===== config.mk =====
export PLATFORM = sky130hd
export DESIGN_NAME = max_unpool_stream
export DESIGN_NICKNAME = d
export VERILOG_FILES = /design/src/rtl/max_unpool_stream.sv
export SDC_FILE = /design/constraint.sdc
export NUM_CORES = 1
export LEC_CHECK = 0
export ABC_AREA = 0
export ABC_CLOCK_PERIOD_IN_PS = 1500
export BUFFER_PORTS_ARGS = -buffer_cell sky130_fd_sc_hd__buf_2
export CAP_MARGIN = 15
export CORE_UTILIZATION = 45
export CTS_CLUSTER_DIAMETER = 100
export DETAILED_ROUTE_END_ITERATION = 16
export GPL_TIMING_DRIVEN = 0
export PLACE_DENSITY = 0.83
export SYNTH_ARGS = -nofsm -noshare
export SYNTH_HDL_FRONTEND = slang
export SYNTH_SLANG_ARGS = --single-unit

===== constraint.sdc =====
create_clock -name i_clk -period 1.5 [get_ports i_clk]
set_input_delay 0.3 -clock i_clk [delete_from_list [all_inputs] [get_ports i_clk]]
set_output_delay 0.3 -clock i_clk [all_outputs]
set_load 0.05 [all_outputs]

===== src/rtl/max_unpool_stream.sv =====
// max_unpool_stream
//   Streaming max-unpooling stage. Takes one pooled value and the position of
//   that maximum inside its POOL_SIZE-element window, then emits the window
//   serially: the value at the argmax position and zero everywhere else.
//
// Ports
//   i_clk        rising-edge clock
//   i_rst_n      asynchronous active-low reset
//   i_in_valid   upstream value/index valid
//   o_in_ready   block accepts an input this cycle
//   i_in_data    signed pooled (max) value, DATA_BITS wide
//   i_in_idx     argmax position within the window
//   o_out_valid  output beat valid
//   i_out_ready  downstream accepts the beat
//   o_out_data   signed unpooled element
//   o_out_pos    position of the current beat, 0..POOL_SIZE-1
//   o_out_last   high on the beat at position POOL_SIZE-1
//   o_idx_err    one-cycle pulse after accepting an index >= POOL_SIZE
module max_unpool_stream #(
  parameter int DATA_BITS = 8,
  parameter int POOL_SIZE = 4,
  parameter int IDX_BITS  = 2
) (
  input  logic                 i_clk,
  input  logic                 i_rst_n,
  input  logic                 i_in_valid,
  output logic                 o_in_ready,
  input  logic [DATA_BITS-1:0] i_in_data,
  input  logic [IDX_BITS-1:0]  i_in_idx,
  output logic                 o_out_valid,
  input  logic                 i_out_ready,
  output logic [DATA_BITS-1:0] o_out_data,
  output logic [IDX_BITS-1:0]  o_out_pos,
  output logic                 o_out_last,
  output logic                 o_idx_err
);

  // One extra bit so POOL_SIZE == 2^IDX_BITS is representable in the compare.
  localparam logic [IDX_BITS:0]   LP_POOL = (IDX_BITS+1)'(POOL_SIZE);
  localparam logic [IDX_BITS-1:0] LP_LAST = IDX_BITS'(POOL_SIZE - 1);

  typedef enum logic {
    ST_IDLE = 1'b0,
    ST_EMIT = 1'b1
  } state_t;

  state_t               r_state;
  logic [DATA_BITS-1:0] r_val;
  logic [IDX_BITS-1:0]  r_idx;
  logic                 r_out_valid;
  logic [DATA_BITS-1:0] r_out_data;
  logic [IDX_BITS-1:0]  r_out_pos;
  logic                 r_out_last;
  logic                 r_idx_err;

  logic                 w_out_xfer;
  logic                 w_in_xfer;
  logic [IDX_BITS-1:0]  w_pos_next;

  assign w_out_xfer = r_out_valid & i_out_ready;

  // A new window can be taken while idle, or on the final beat of the current
  // window so consecutive windows stream without a bubble. This makes in_ready
  // combinationally dependent on out_ready by design. Held low during reset.
  assign o_in_ready = i_rst_n &
                      ((r_state == ST_IDLE) | (w_out_xfer & r_out_last));
  assign w_in_xfer  = i_in_valid & o_in_ready;
  assign w_pos_next = r_out_pos + 1'b1;

  always_ff @(posedge i_clk or negedge i_rst_n) begin
    if (!i_rst_n) begin
      r_state     <= ST_IDLE;
      r_val       <= '0;
      r_idx       <= '0;
      r_out_valid <= 1'b0;
      r_out_data  <= '0;
      r_out_pos   <= '0;
      r_out_last  <= 1'b0;
      r_idx_err   <= 1'b0;
    end else begin
      r_idx_err <= 1'b0;
      if (w_in_xfer) begin
        // Start a window: first beat is position 0. An out-of-range index never
        // matches any position, so that window comes out as all zeros.
        r_state     <= ST_EMIT;
        r_val       <= i_in_data;
        r_idx       <= i_in_idx;
        r_out_valid <= 1'b1;
        r_out_pos   <= '0;
        r_out_data  <= (i_in_idx == '0) ? i_in_data : '0;
        r_out_last  <= 1'b0;
        r_idx_err   <= ({1'b0, i_in_idx} >= LP_POOL);
      end else if (r_state == ST_EMIT && w_out_xfer) begin
        if (r_out_last) begin
          r_state     <= ST_IDLE;
          r_out_valid <= 1'b0;
          r_out_pos   <= '0;
          r_out_data  <= '0;
          r_out_last  <= 1'b0;
        end else begin
          r_out_pos  <= w_pos_next;
          r_out_data <= (w_pos_next == r_idx) ? r_val : '0;
          r_out_last <= (w_pos_next == LP_LAST);
        end
      end
    end
  end

  assign o_out_valid = r_out_valid;
  assign o_out_data  = r_out_data;
  assign o_out_pos   = r_out_pos;
  assign o_out_last  = r_out_last;
  assign o_idx_err   = r_idx_err;

endmodule


==> summary.md, run 1 <==
| Metric | Value |
|---|---|
| M1 WL | 1050 microns |
| WL final | 2590 microns |
| Crit path arrival time | 1.26 ns |
| Slew headroom | 35.6% |
| R2r endpoint | o_out_data[6] |
| Multi-input gate area | 512 sq um |
| # DRC | 0 |
| 1st-iter DRT viols | 25 |
| Router iterations before antenna repair | 4 |
| Commonest non-fill, non-tap cell in the layout | nand2_1 |
| Sequential area share after synthesis | 54.9% |
| Unrepaired setup endpoints after global routing | yes |
| Layout area overhead | 40.7% |
| Die Height | 49.2 microns |
| Failing checks | negative setup slack |
| Pwr per Cell Area | 2570 nW/um^2 |
| Net count after synthesis | 119 |
| Min-delay src | i_in_data[3] |
| Layout cell share with drive strength beyond 1 | 44.5% |
| CTS Buf Count | 3 |
| CP Max Fanout | 2 |
| CP Launch Type | register |
| FF+latch count, synth | 22 |
| F_max | 640 MHz |
| Die X-Extent | 49.2 microns |
| Worst min path class | input port to register |
| Reg-to-reg slack, setup | -0.02 ns |
| Critical path required time | 1.20 ns |
| CP Class | register to output port |
| Clock slew at reported path FFs | 0.13 ns |
| Tcrit/Tclk final | 104% |
| Grt ovf | 0 |
| Worst hold path stage count | 3 |
| R2R cell count | 6 |
| Root Buffer | clkbuf_4 |
| Mapped cell area | 1000 sq um |
| Starting density of the core | 49.6% |
| Final nets | 162 |
| Post-route minimum period | 1.56 ns |
| Post-synthesis mux area share | 0.999% |
| Final Hold Fails | 0 |
| Critical R2R Launch | o_out_last |
| Layout Cells excl Fill | 173 |
| Largest family of logic cells by synthesized area | simple AND/OR/NAND/NOR gates |
| Avg Cell Area, Syn | 9.64 sq um |
| First-pass GRT wire length | 4150 microns |
| TritonCTS clock tree | built |
| CTS sink cnt | 22 |
| WL/cell | 15.0 microns |
| Clock latency on the worst-skew pair | 0.31 ns |
| Fin. max-slew vios | 0 |
| Most frequent cells in the layout | 34 x nand2_1, 25 x buf_2, 18 x dfrtp_1 |
| Fin worst setup slack | -0.0624 ns |
| CTS Buffer Depth | 2 |
| Via count | 940 |
| Maximum VDD drop | 0.00133 V |
| Initial antenna violation count | 0 |
| DR top layer | met4 |
| IO Count | 28 |
| Cells after Synth | 104 |
| Library cells used by synthesis | 21 |
| Vias in the first global route | 922 |
| Synth Area in Simple Gates | 22.7% |
| FILL cells | 144 |
| Complex-gate fraction of the synthesized area | 15.4% |
| Largest net degree at the start of global routing | 23 |
| GPL Wtd Cong | 0.781 |
| GRT Overall Usage | 22.7% |
| H-tree lvl count | 1 |
| Synth warn | 0 |
| Setup Skew | 0.0117 ns |
| Run status | finished with violations |
| DP HPWL | 1580 microns |
| Core Region | 2020 sq um |
| Antenna-violating nets left | 0 |
| WHS Endpoint | r_val[3] |
| WL met2 | 1350 microns |
| Cells after DPL | 157 |
| Final setup vio count | 3 |
| FP Rows | 16 |
| Worst setup EP type | output port |
| Worst Tran Pin Value | 0.966 ns |
| Met3 wire length | 125 microns |
| Die area | 2420 sq um |
| Smallest hold slack | 0.203 ns |
| Port buffer count | 26 |
| Xor/xnor share of the synthesized area | 1.75% |
| Post-synthesis adder-cell area fraction | 1.25% |
| Register area | 556 sq um |
| Diode count | 0 |
| Leakage | 0.695 nW |
| Vias per cell | 5.43 |
| Max_cap viols | 0 |
## worst max path at each step
stage	to	slack [ns]	depth (start not counted)	from
after floorplan	o_out_data[0]	-0.02	6	o_out_pos[0]
after global placement	o_out_data[2]	-0.32	6	i_rst_n
after detailed placement	o_out_data[2]	-0.39	6	i_rst_n
after CTS	o_in_ready	-0.07	3	o_out_last
after global routing	o_in_ready	-0.08	3	o_out_last
final	o_in_ready	-0.06	3	o_out_last
## layer usage
layer	global-route usage, %	vias to the layer above
li1	-	437
met1	29.9	457
met2	38.1	39
met3	3.12	7
met4	7.84	0
met5	0	-
## final cells by class
cell class	instances	share of cell area, %
Multi-Input combinational cell	77	36.3
Buffer	4	1.95
Inverter	1	0.266
Tap cell	27	2.40
Clock buffer	4	2.57
Timing Repair Buffer	38	17.1
Sequential cell	22	39.4
## per-stage QoR
stage | setup WS (ns) | setup TNS [ns] | cell area (sq um) | utilization (%) | power (mW)
floorplan | -0.0152 | -0.121 | 1030 | - | 2.41
detailed placement | -0.388 | -6.51 | 1200 | 59.3 | 2.80
global placement | -0.321 | -5.44 | 1200 | 59.3 | 2.73
CTS | -0.0732 | -0.0732 | 1360 | 67.0 | 3.39
finish | -0.0624 | -0.0839 | 1410 | 69.7 | 3.63
global route | -0.0833 | -0.482 | 1410 | 69.7 | 3.87
## cell usage after synthesis
master,n,area (sq um)
nor4_4,1,21.3
o21ai_2,1,8.76
buf_4,1,7.51
xnor2_1,2,17.5
nand3_2,1,10.0
inv_1,1,3.75
dfrtp_1,22,551
nor3_2,1,10.0
a21bo_2,1,10.0
mux2i_1,1,10.0
nand2_1,34,128
nor2_1,12,45.0
conb_1,1,3.75
o32ai_1,1,8.76
ha_1,1,12.5
nor3b_1,1,7.51
and2_1,1,6.26
a32oi_1,8,70.1
buf_2,3,15.0
a21oi_1,9,45.0
a21boi_2,1,11.3
## report_power, final
group / total [mW] / internal, mW / switching [mW]
logic: 2.22 / 0.851 / 1.37
registers: 1.08 / 0.883 / 0.195
clock network: 0.334 / 0.148 / 0.186
total: 3.63 / 1.88 / 1.75
## worst max-delay path, cell delays in order (launching register included)
cell,delay (ns)
dfrtp_2,0.44
a21bo_4,0.22
and2_4,0.14
buf_8,0.14
## kinds of logic (layout without fill, tap and decap cells)
group | after synthesis | after routing
other cells | 1 | 1
mux | 1 | 1
fa+ha+maj | 1 | 1
flops | 22 | 22
simple gates | 51 | 51
xor+xnor | 2 | 2
buf+inv | 5 | 47
compound gates | 21 | 21
## sequential cells by signal (all words and copies together), names as in the netlist
signal / flops
r_val: 8
o_out_pos: 2
o_out_data: 8
r_idx: 2
o_out_valid: 1
o_out_last: 1
## repair_timing
action / CTS / global route
endpoints found under the setup margin: 13 / 23
setup buffers: 9 / 2
pin swaps: 2 / 3
hold buffers: 1 / 0
hold endpoints to repair: 22 / 0
gates resized for setup: 9 / 8
Power figures use the tool's default switching activity.
==> run 2, diff against run 1 <==
Settings changed: BUFFER_PORTS_ARGS -buffer_cell sky130_fd_sc_hd__buf_2 to -buffer_cell sky130_fd_sc_hd__buf_4, SKIP_CTS_REPAIR_TIMING set to 1.
==> run 2 against run 1 <==
Effect of this change: the flow still finishes with violations (negative setup slack); final cell count shrank 1.7%; critical path type unchanged; critical path depth unchanged; design area unchanged; hold slack lost 0.013 ns; flip-flop and latch count is the same; first-iteration DRC count shrank 60%; fmax fell by 0.89%; non-clock buffer count is 3 lower; sequential share of layout area unchanged; count of clock-buffer cells in the layout is the same; combinational power is essentially flat; total power fell by 2.0%.
==> summary.md, run 2 (same netlist as run 1, synthesis figures left out) <==
| Metric | Value |
|---|---|
| Combinational share of power | 61.6% |
| CTS sink cnt | 22 |
| Setup Skew | 0.00270 ns |
| Maximum VDD drop | 0.00138 V |
| Starting density of the core | 49.6% |
| Clock latency on the worst-skew pair | 0.31 ns |
| WL final | 2330 microns |
| Tcrit/Tclk final | 105% |
| Slew headroom | 66.8% |
| CTS Buffer Depth | 2 |
| Largest net degree at the start of global routing | 26 |
| GPL Wtd Cong | 0.754 |
| Vias per cell | 5.38 |
| GRT Overall Usage | 19.6% |
| Fin worst setup slack | -0.0764 ns |
| Cells after DPL | 157 |
| Final nets | 159 |
| Antenna-violating nets left | 0 |
| Grt ovf | 0 |
| CP Max Fanout | 3 |
| Layout Cells excl Fill | 170 |
| Sw Share | 46.9% |
| Via count | 915 |
| Final Hold Fails | 0 |
| TritonCTS clock tree | built |
| Crit path arrival time | 1.28 ns |
| Pint | 1.89 mW |
| # DRC | 0 |
| Worst min path class | input port to register |
| Run status | finished with violations |
| Die X-Extent | 49.2 microns |
| Worst setup EP type | output port |
| Worst Tran Pin Value | 0.494 ns |
| DP HPWL | 1550 microns |
| FP Rows | 16 |
| Pwr per Cell Area | 2520 nW/um^2 |
| Register share of total power | 30.4% |
| Vias in the first global route | 837 |
| Port buffer count | 26 |
| Router iterations before antenna repair | 4 |
| Clock power frac | 8.0% |
| WL/cell | 13.7 microns |
| Die area | 2420 sq um |
| Clock slew at reported path FFs | 0.12 ns |
| Initial antenna violation count | 0 |
| CP Class | register to output port |
| IO Count | 28 |
| 1st-iter DRT viols | 10 |
| Unrepaired setup endpoints after global routing | yes |
| Die Height | 49.2 microns |
| Smallest hold slack | 0.190 ns |
| CP Launch Type | register |
| P_sw | 1.67 mW |
| F_max | 634 MHz |
| H-tree lvl count | 1 |
| Final setup vio count | 8 |
| Most frequent cells in the layout | 34 x nand2_1, 32 x buf_4, 18 x dfrtp_1 |
| Layout area overhead | 40.7% |
| Leakage | 0.677 nW |
| Failing checks | negative setup slack |
| Core Region | 2020 sq um |
| Total Power | 3.56 mW |
| Place WS | -0.141 ns |
| Diode count | 0 |
| Critical path required time | 1.20 ns |
| Fin. max-slew vios | 0 |
| Post-route minimum period | 1.58 ns |
| First-pass GRT wire length | 3580 microns |
| Max_cap viols | 0 |
| CTS Buf Count | 3 |
| Layout cell share with drive strength beyond 1 | 39.2% |
| Commonest non-fill, non-tap cell in the layout | nand2_1 |
| Root Buffer | clkbuf_4 |
## run 2: cell count changes in the layout (fill, tap and decap cells not counted), moves of 2 or more
cell	previous run	this run
a32oi_2	4	1
buf_2	25	3
clkbuf_4	5	3
a32oi_1	4	7
buf_4	12	32
## run 2: area by class of cell
class	instances	area, sq um
clock buffer	4	26.3
inverter	1	3.75
multi-input combinational	77	479
timing repair buffer	35	289
fill	148	612
tap	27	33.8
buffer	4	22.5
sequential	22	556
## run 2: power by group through the flow
| stage | logic, mW | registers, mW | clock network (mW) |
|---|---|---|---|
| 6_report | 2.19 | 1.08 | 0.284 |
| 5_1_grt | 2.33 | 1.12 | 0.317 |
| 4_1_cts | 1.79 | 1.10 | 0.286 |
| 3_5_place_dp | 1.79 | 1.12 | 0 |
| 3_3_place_gp | 1.75 | 1.09 | 0 |
| 2_1_floorplan | 0.781 | 1.63 | 0 |
## run 2: worst max-delay path, cell delays in order, from the launching register on
cell	delay, ns
dfrtp_2	0.45
a21bo_4	0.22
and2_4	0.16
buf_8	0.14
## run 2: final timing paths
check | start | to | slack, ns | cells after the start
min in group asynchronous | i_rst_n | o_out_pos[0] | 0.52 | 3
hold reg to reg | r_val[5] | r_val[5] | 0.48 | 2
setup / recovery | o_out_last | o_in_ready | -0.08 | 3
hold / removal | i_in_data[1] | r_val[1] | 0.19 | 3
max in group asynchronous | i_rst_n | o_out_valid | 0.83 | 3
setup reg to reg | o_out_pos[1] | o_out_data[4] | -0.05 | 6
## run 2: through the flow
| stage | setup TNS [ns] | utilization [%] | cell area, sq um |
|---|---|---|---|
| after global placement | -1.27 | 62.5 | 1260 |
| after detailed placement | -1.95 | 62.5 | 1260 |
| after CTS | -0.519 | 63.8 | 1290 |
| after floorplan | -0.121 | - | 1030 |
| final | -0.314 | 69.7 | 1410 |
| after global routing | -0.948 | 69.7 | 1410 |
## run 2: metal layers
layer / part of all wire [%] / vias to the layer above / GRT usage, %
met5: 0 / - / 0
met2: 49 / 39 / 29.7
met1: 41 / 436 / 27.0
met4: 3.0 / 0 / 11.8
met3: 6.3 / 9 / 1.87
li1: - / 431 / -
